<file path="src/rtl/seg7_scan_reader.sv">
`default_nettype none
// +----------------------------------------------------------------------------+
// | Module   : seg7_scan_reader                                                |
// | Purpose  : Rebuilds BCD digits from a scanned 7-segment bus, with a glitch |
// |            filter and a valid/ack frame handshake.                         |
// | Revision : 1.0  initial release                                            |
// +----------------------------------------------------------------------------+
module seg7_scan_reader #(
  parameter int NDIG   = 4,
  parameter int STABLE = 3
) (
  input  logic              clk,
  input  logic              rst,
  input  logic [6:0]        seg_in,
  input  logic [NDIG-1:0]   dig_sel,
  input  logic              frame_ack,
  output logic [4*NDIG-1:0] bcd_out,
  output logic [NDIG-1:0]   digit_err,
  output logic              frame_valid,
  output logic              overrun
);

  localparam int          c_cw     = $clog2(STABLE + 1);
  localparam logic [c_cw-1:0] c_stable = c_cw'(STABLE);
  localparam logic [c_cw-1:0] c_one    = c_cw'(1);

  typedef enum logic [1:0] {
    IDLE   = 2'd0,
    TRACK  = 2'd1,
    LOCKED = 2'd2
  } state_t;

  state_t            r_state, w_state_nxt;
  logic [c_cw-1:0]   r_cnt, w_cnt_nxt;
  logic              w_cap;

  logic [6:0]        r_s_seg, r_p_seg;
  logic [NDIG-1:0]   r_s_sel, r_p_sel;
  logic [4*NDIG-1:0] r_slot;
  logic [NDIG-1:0]   r_slot_err;
  logic [NDIG-1:0]   r_seen;
  logic [4*NDIG-1:0] r_bcd;
  logic [NDIG-1:0]   r_derr;
  logic              r_valid;
  logic              r_ovr;

  logic              w_onehot;
  logic              w_same;
  logic [4:0]        w_dec;
  logic [NDIG-1:0]   w_cap_mask;
  logic [NDIG-1:0]   w_seen_nxt;
  logic              w_done;
  logic [4*NDIG-1:0] w_bcd_nxt;
  logic [NDIG-1:0]   w_err_nxt;

  // Returns {err, value}; anything outside the ten digit shapes reads as F.
  function automatic logic [4:0] f_decode(input logic [6:0] p);
    case (p)
      7'b1111110: f_decode = 5'b0_0000;
      7'b0110000: f_decode = 5'b0_0001;
      7'b1101101: f_decode = 5'b0_0010;
      7'b1111001: f_decode = 5'b0_0011;
      7'b0110011: f_decode = 5'b0_0100;
      7'b1011011: f_decode = 5'b0_0101;
      7'b1011111: f_decode = 5'b0_0110;
      7'b1110000: f_decode = 5'b0_0111;
      7'b1111111: f_decode = 5'b0_1000;
      7'b1111011: f_decode = 5'b0_1001;
      default:    f_decode = 5'b1_1111;
    endcase
  endfunction

  assign w_onehot   = (r_s_sel != '0) && ((r_s_sel & (r_s_sel - NDIG'(1))) == '0);
  assign w_same     = ({r_s_sel, r_s_seg} == {r_p_sel, r_p_seg});
  assign w_dec      = f_decode(r_s_seg);
  assign w_cap_mask = w_cap ? r_s_sel : '0;
  assign w_seen_nxt = r_seen | w_cap_mask;
  assign w_done     = &w_seen_nxt;

  // Frame contents as they will be after this cycle's capture, so the last
  // digit can complete the frame without an extra cycle of latency.
  for (genvar gi = 0; gi < NDIG; gi++) begin : g_next
    assign w_bcd_nxt[4*gi +: 4] = w_cap_mask[gi] ? w_dec[3:0] : r_slot[4*gi +: 4];
    assign w_err_nxt[gi]        = w_cap_mask[gi] ? w_dec[4]   : r_slot_err[gi];
  end

  always_ff @(posedge clk or posedge rst) begin
    if (rst) begin
      r_state <= IDLE;
      r_cnt   <= '0;
    end else begin
      r_state <= w_state_nxt;
      r_cnt   <= w_cnt_nxt;
    end
  end

  always_comb begin
    w_state_nxt = r_state;
    w_cnt_nxt   = r_cnt;
    w_cap       = 1'b0;
    case (r_state)
      IDLE: begin
        if (w_onehot) begin
          w_state_nxt = TRACK;
          w_cnt_nxt   = c_one;
        end else begin
          w_cnt_nxt   = '0;
        end
      end
      TRACK: begin
        if (!w_onehot) begin
          w_state_nxt = IDLE;
          w_cnt_nxt   = '0;
        end else if (w_same) begin
          if (r_cnt >= c_stable - c_one) begin
            w_cnt_nxt   = c_stable;
            w_cap       = 1'b1;
            w_state_nxt = LOCKED;
          end else begin
            w_cnt_nxt   = r_cnt + c_one;
          end
        end else begin
          w_cnt_nxt = c_one;
        end
      end
      LOCKED: begin
        if (!w_onehot) begin
          w_state_nxt = IDLE;
          w_cnt_nxt   = '0;
        end else if (!w_same) begin
          w_state_nxt = TRACK;
          w_cnt_nxt   = c_one;
        end
      end
      default: begin
        w_state_nxt = IDLE;
        w_cnt_nxt   = '0;
      end
    endcase
  end

  always_ff @(posedge clk or posedge rst) begin
    if (rst) begin
      r_s_seg <= '0;
      r_s_sel <= '0;
      r_p_seg <= '0;
      r_p_sel <= '0;
    end else begin
      r_s_seg <= seg_in;
      r_s_sel <= dig_sel;
      r_p_seg <= r_s_seg;
      r_p_sel <= r_s_sel;
    end
  end

  always_ff @(posedge clk or posedge rst) begin
    if (rst) begin
      r_slot     <= '0;
      r_slot_err <= '0;
    end else begin
      for (int i = 0; i < NDIG; i++) begin
        if (w_cap_mask[i]) begin
          r_slot[4*i +: 4] <= w_dec[3:0];
          r_slot_err[i]    <= w_dec[4];
        end
      end
    end
  end

  // A completing frame always wins over an ack; overrun flags a lost frame.
  always_ff @(posedge clk or posedge rst) begin
    if (rst) begin
      r_seen  <= '0;
      r_bcd   <= '0;
      r_derr  <= '0;
      r_valid <= 1'b0;
      r_ovr   <= 1'b0;
    end else if (w_done) begin
      r_seen  <= '0;
      r_bcd   <= w_bcd_nxt;
      r_derr  <= w_err_nxt;
      r_valid <= 1'b1;
      if (r_valid && !frame_ack) begin
        r_ovr <= 1'b1;
      end
    end else begin
      r_seen <= w_seen_nxt;
      if (r_valid && frame_ack) begin
        r_valid <= 1'b0;
      end
    end
  end

  assign bcd_out     = r_bcd;
  assign digit_err   = r_derr;
  assign frame_valid = r_valid;
  assign overrun     = r_ovr;

endmodule
`default_nettype wire

</file>
<file path="config.mk">
export PLATFORM = sky130hd
export DESIGN_NAME = seg7_scan_reader
export DESIGN_NICKNAME = d
export VERILOG_FILES = /design/src/rtl/seg7_scan_reader.sv
export SDC_FILE = /design/constraint.sdc
export NUM_CORES = 1
export LEC_CHECK = 0
export CAP_MARGIN = 0
export CORE_UTILIZATION = 35
export DETAILED_ROUTE_END_ITERATION = 10
export SYNTH_ARGS = -nofsm -noshare
export SYNTH_HDL_FRONTEND = slang
export SYNTH_SLANG_ARGS = --single-unit
</file>
<file path="constraint.sdc">
create_clock -name clk -period 3.9 [get_ports clk]
set_clock_uncertainty 0.1 [all_clocks]
set_input_delay 0.975 -clock clk [delete_from_list [all_inputs] [get_ports clk]]
set_output_delay 0.975 -clock clk [all_outputs]
set_load 0.01 [all_outputs]
</file>
After elaboration in Yosys (flattened, before gate mapping)
Index checks and enable logic that the tools add are counted.
Word-level totals
  register bits: 72
  RAM bits: 0
  memories: 0
  bits in read-only memories: 0
  bits in latches: 0
  word-level logic and storage cells: 75
Cells by class
  order comparisons: 1
  divide/modulo/power cells: 0
  add/sub/neg operators: 2
  muxes and demuxes: 29
  reduce and logical (&&, ||, !) cells: 11
  bitwise gates (word level): 2
  multipliers: 0
  equal/unequal tests: 17
  shifts and indexed selects: 0
Operators by type and width (count)
  $eq A7 B7 Y1 const B: 8
  $pmux W5 S10: 1
  $mux W4: 6
  $mux W2: 9
  $eq A7 B6 Y1 const B: 2
  $pmux W2 S3: 2
  $eq A11 B11 Y1: 1
  $mux W1: 11
  $ne A3 B3 Y1 const B: 3
  $reduce_and A4 Y1: 2
  $reduce_and A5 Y1: 1
  $and A4 B4 Y4: 1
  $logic_not A4 Y1: 1
  $or A4 B4 Y4: 1
  $reduce_bool A4 Y1: 1
  $sub A4 B1 Y4 const B: 1
  $logic_and A1 B1 Y1: 3
  $add A2 B1 Y2 const B: 1
  $eq A2 B1 Y1 const B: 1
  $eq A2 B2 Y1 const B: 1
  $ge A2 B2 Y1 const B: 1
  $logic_not A2 Y1: 1
  $ne A2 B2 Y1 const B: 1
  $reduce_bool A2 Y1: 1
  $logic_not A1 Y1: 1

Longest topological paths before layout
  depth in word-level cells: 10
  gate-level depth with buffers: 10

Least setup slack after synthesis
Ideal clock, no wire load.
  kind: reg2reg
  from: register r_s_sel[3]
  to: register r_bcd[1] (netlist: bcd_out[1])
  stages on the path, launching flop included: 11
  data arrival time: 2644 ps
  path buffers: 3
  setup time: 127 ps
  period minus slack after synthesis: 2871 ps
  slack: 1029 ps
  cell sequence: dfrtp_1 -> buf_4 -> xnor2_1 -> or3_4 -> a2111oi_4 -> a21oi_1 -> or2_1 -> or2_1 -> buf_6 -> buf_8 -> mux2_1
Between the ends
  cells in the longest elaborated chain, start to end: 9
Ends and longest elaborated chain
  from (decl): line 38  | logic [NDIG-1:0] r_s_sel, r_p_sel;
  from (signal assigned): line 150  | r_s_sel <= dig_sel;
  $sub A4 B1 Y4: line 73  | assign w_onehot = (r_s_sel != '0) && ((r_s_sel & (r_s_sel - NDIG'(1))) == '0);
  $and A4 B4 Y4: line 73
  $logic_not A4 Y1: line 73
  $logic_and A1 B1 Y1: line 73
  $mux W1: line 111  | if (!w_onehot) begin
  $mux W1: line 101  | case (r_state)
  $mux W4 *: line 76  | assign w_cap_mask = w_cap ? r_s_sel : '0;
  $or A4 B4 Y4: line 77  | assign w_seen_nxt = r_seen | w_cap_mask;
  $reduce_and A4 Y1: line 78  | assign w_done = &w_seen_nxt;
  to (signal assigned): line 180  | r_bcd <= w_bcd_nxt;
  to (decl): line 42  | logic [4*NDIG-1:0] r_bcd;
Mark *: on every way between the ends. The rest lies on a longest branch, timed or not.
A chain may end at the register's enable or synchronous reset.

Worst setup path after layout
  from: register r_s_sel[3]
  to: register r_derr[0] (netlist: digit_err[0])
Between the ends
  cells in the longest elaborated chain, start to end: 9
Ends and longest elaborated chain
  $sub A4 B1 Y4: line 73
  $and A4 B4 Y4: line 73
  $logic_not A4 Y1: line 73
  $logic_and A1 B1 Y1: line 73
  $mux W1: line 111
  $mux W1: line 101
  $mux W4 *: line 76
  $or A4 B4 Y4: line 77
  $reduce_and A4 Y1: line 78
  to (signal assigned): line 181  | r_derr <= w_err_nxt;
  to (decl): line 43  | logic [NDIG-1:0] r_derr;
Marked as above.

==> metrics.txt <==
crit path kind register to register; Critical Path AT between 3000 and 4000 ps; P_sw roughly 0.33 mW; # diodes 0; Max FO, Critical Path 26; post-synth top area cell dfrtp_1; RSZ-0062 raised after global routing no; DIE AREA slightly below 9000 um2; CP Capture Type register; vias in the first global route 1,945; Worst Setup Start Kind register; Max Slew Vio Count 0; Pwr Density 417 nW/um2; Reg area approximately 1800 um2; f_max between 300 and 400 MHz; post-CTS sizing 0; I/O Pins 36; Hold Fails Final Rpt 0; initial antenna violation count 0; Final Worst Setup Slack between 600 and 700 ps; Fill cells roughly 700; global-route wire length before repair 9.58 mm; prevailing post-synth register cell dfrtp_1; dpl ws roughly 680 ps; Distinct cells, synth 40; P_leak between 1.5 and 2 nW; CTS Hold Bufs 0; Clock transition at path regs approximately 70 ps; Flop pwr share approximately 53%; mapped cell area 2920 um2; setup TNS 0 ps; outcome finished, final reports clean; H-tree depth 3; Total Wirelength around 5.5 mm; internal power about 1.1 mW; Reg2Reg Depth 7; Hold WS around 370 ps; # setup viols final 0; overall power approximately 1.5 mW; Synth top area share between 60% and 70%; Post-CTS Repair Setup Buffers 0; Clock power frac a little over two fifths; IO Port Bufs 35; Synthesis Warnings 0; part of the cycle the worst path needs roughly 83%; min-delay src overrun$_DFFE_PP0P_; DIE HEIGHT between 90 and 100 um; number of clock sinks 72; num rows 32; routed len/inst about 14 um; DR vias between 1,500 and 2,000; Placer Congestion 0.843; CP required about 4000 ps; initial DRC count 78; layout cell share with drive strength beyond 1 about 8.9%; Post-synth EDFFs 0; clock root buffer clkbuf_8; Pre-Repair DR Iteration Count 5; HPWL Detailed between 3 and 4 mm; largest net degree at the start of global routing 73; Sw Ratio between 20% and 30%; Gate power share 4.3%; multi-input logic area just over 1000 um2; Post-synth ARST share 100%; Net Count, Synth 267; Initial Util 37.0%; die span in x between 90 and 100 um; final core utilization ~45%; flop-to-flop setup slack 660 ps; Remaining DRCs 0; post-synthesis register bit count between 70 and 80; Worst Hold Depth 1; Hold/Removal Path Class register to register; minimum clock period 3240 ps; Num CTS Buffers 9; Overall Global Routing Usage 14.4%; Max-slew headroom a little under two fifths; clk_lat worst skew between 300 and 400 ps; CTS tree yes; # Max-Cap Violations 0; r2r startpoint r_s_sel[3]$_DFF_PP0_; nets about 300; grt total ovfl 0; Gate Count Post-Synth around 250; Core Area 7890 um2; Slew @ Worst Pin roughly 940 ps; Via-to-Cell Ratio just under 5; Synth area leaders dfrtp_1, o21ai_0, nand2_1, xnor2_1, a22o_1; Avg Inst Size Synth between 10 and 15 um2; sequential area share after synthesis roughly three fifths; antenna viol nets, final 0; VDD IR max 0.182 mV; Crit. Startpoint r_s_sel[3]$_DFF_PP0_; Clock Tree Buf Depth 2; Layout area overhead 21.4%
## path summary, 6_finish.rpt
path / to
max: digit_err[0]$_DFFE_PP0P_
min: overrun$_DFFE_PP0P_
max reg2reg: digit_err[0]$_DFFE_PP0P_
min reg2reg: overrun$_DFFE_PP0P_
max in group asynchronous: bcd_out[4]$_DFFE_PP0P_
min in group asynchronous: r_state[1]$_DFFE_PP0P_
## metrics by stage
| step | instance area [um2] | cells |
|---|---|---|
| 2_1_floorplan | 2920 | 253 |
| 3_3_place_gp | 3320 | 378 |
| 3_5_place_dp | 3320 | 378 |
| 4_1_cts | 3540 | 394 |
| 5_1_grt | 3540 | 394 |
| 6_report | 3540 | 394 |
## cells by family (layout without fill, tap and decap cells)
family | Yosys count | count (layout) | synth area share (%)
simple gates | 73 | 73 | 12.1
flops | 72 | 72 | 61.7
compound gates | 62 | 62 | 13.8
buf+inv | 21 | 60 | 3.77
xor+xnor | 13 | 13 | 3.90
mux | 12 | 12 | 4.63
## area by class of cell
| type | count | area share [%] |
|---|---|---|
| Clock buffer | 9 | 3.50 |
| Tap cell | 102 | 3.60 |
| Clock inverter | 7 | 2.72 |
| Sequential cell | 72 | 50.8 |
| Timing Repair Buffer | 36 | 10.1 |
| Inverter | 8 | 0.847 |
| Multi-Input combinational cell | 160 | 28.4 |
## registers in the layout, indices dropped and copies added (netlist names), 2 cells and up
name        flops
bcd_out        16
r_slot         16
r_p_seg         7
r_s_seg         7
digit_err       4
r_p_sel         4
r_s_sel         4
r_seen          4
r_slot_err      4
r_cnt           2
r_state         2
## metal layers
metal | track usage [%] | vias to the layer above | share of wire, %
met5 | 0 | - | 0
met4 | 5.00 | 0 | 1.7
met3 | 3.98 | 9 | 4.1
met2 | 21.4 | 46 | 45
met1 | 20.2 | 907 | 49
li1 | - | 944 | -
## layout by cell type, fill, tap and decap left out, types with 2 or more instances in the layout
master	count
a21boi_1	2
a21oi_1	8
a22o_1	8
and2_1	2
and3_1	2
bufinv_16	2
clkbuf_8	9
clkdlybuf4s50_1	35
clkinvlp_4	3
dfrtp_1	72
inv_1	7
mux2_1	6
mux2_2	6
nand2_1	34
nand2b_1	2
nand4_1	4
nor2_1	13
nor2b_1	4
nor4b_1	2
o21ai_0	28
o22ai_1	8
or2_1	3
xnor2_1	12
## power by group through the flow
stage	Clock [mW]	Combinational [mW]	Sequential, mW
2_1_floorplan	0	0.0484	0.783
3_3_place_gp	0	0.0642	0.791
3_5_place_dp	0	0.0646	0.793
4_1_cts	0.651	0.0654	0.778
5_1_grt	0.687	0.0728	0.781
6_report	0.638	0.0633	0.778
## cell usage after synthesis (all sizes together), types with 2 or more instances
cell type  instances
dfrtp             72
nand2             34
o21ai             28
nor2              13
mux2              12
xnor2             12
a21oi              8
a22o               8
clkbuf             8
inv                8
o22ai              8
buf                5
nand4              4
nor2b              4
or2                3
a21boi             2
and2               2
and3               2
nand2b             2
nor4b              2
## worst max-delay path, stage by stage, from the launching register on
cell and delay, ps:
dfrtp_1 470, xnor2_1 160, or3_4 350, a2111oi_4 540, a21oi_1 200, or2_1 270, or2_1 580, mux2_1 460
Power figures use the tool's default switching activity.
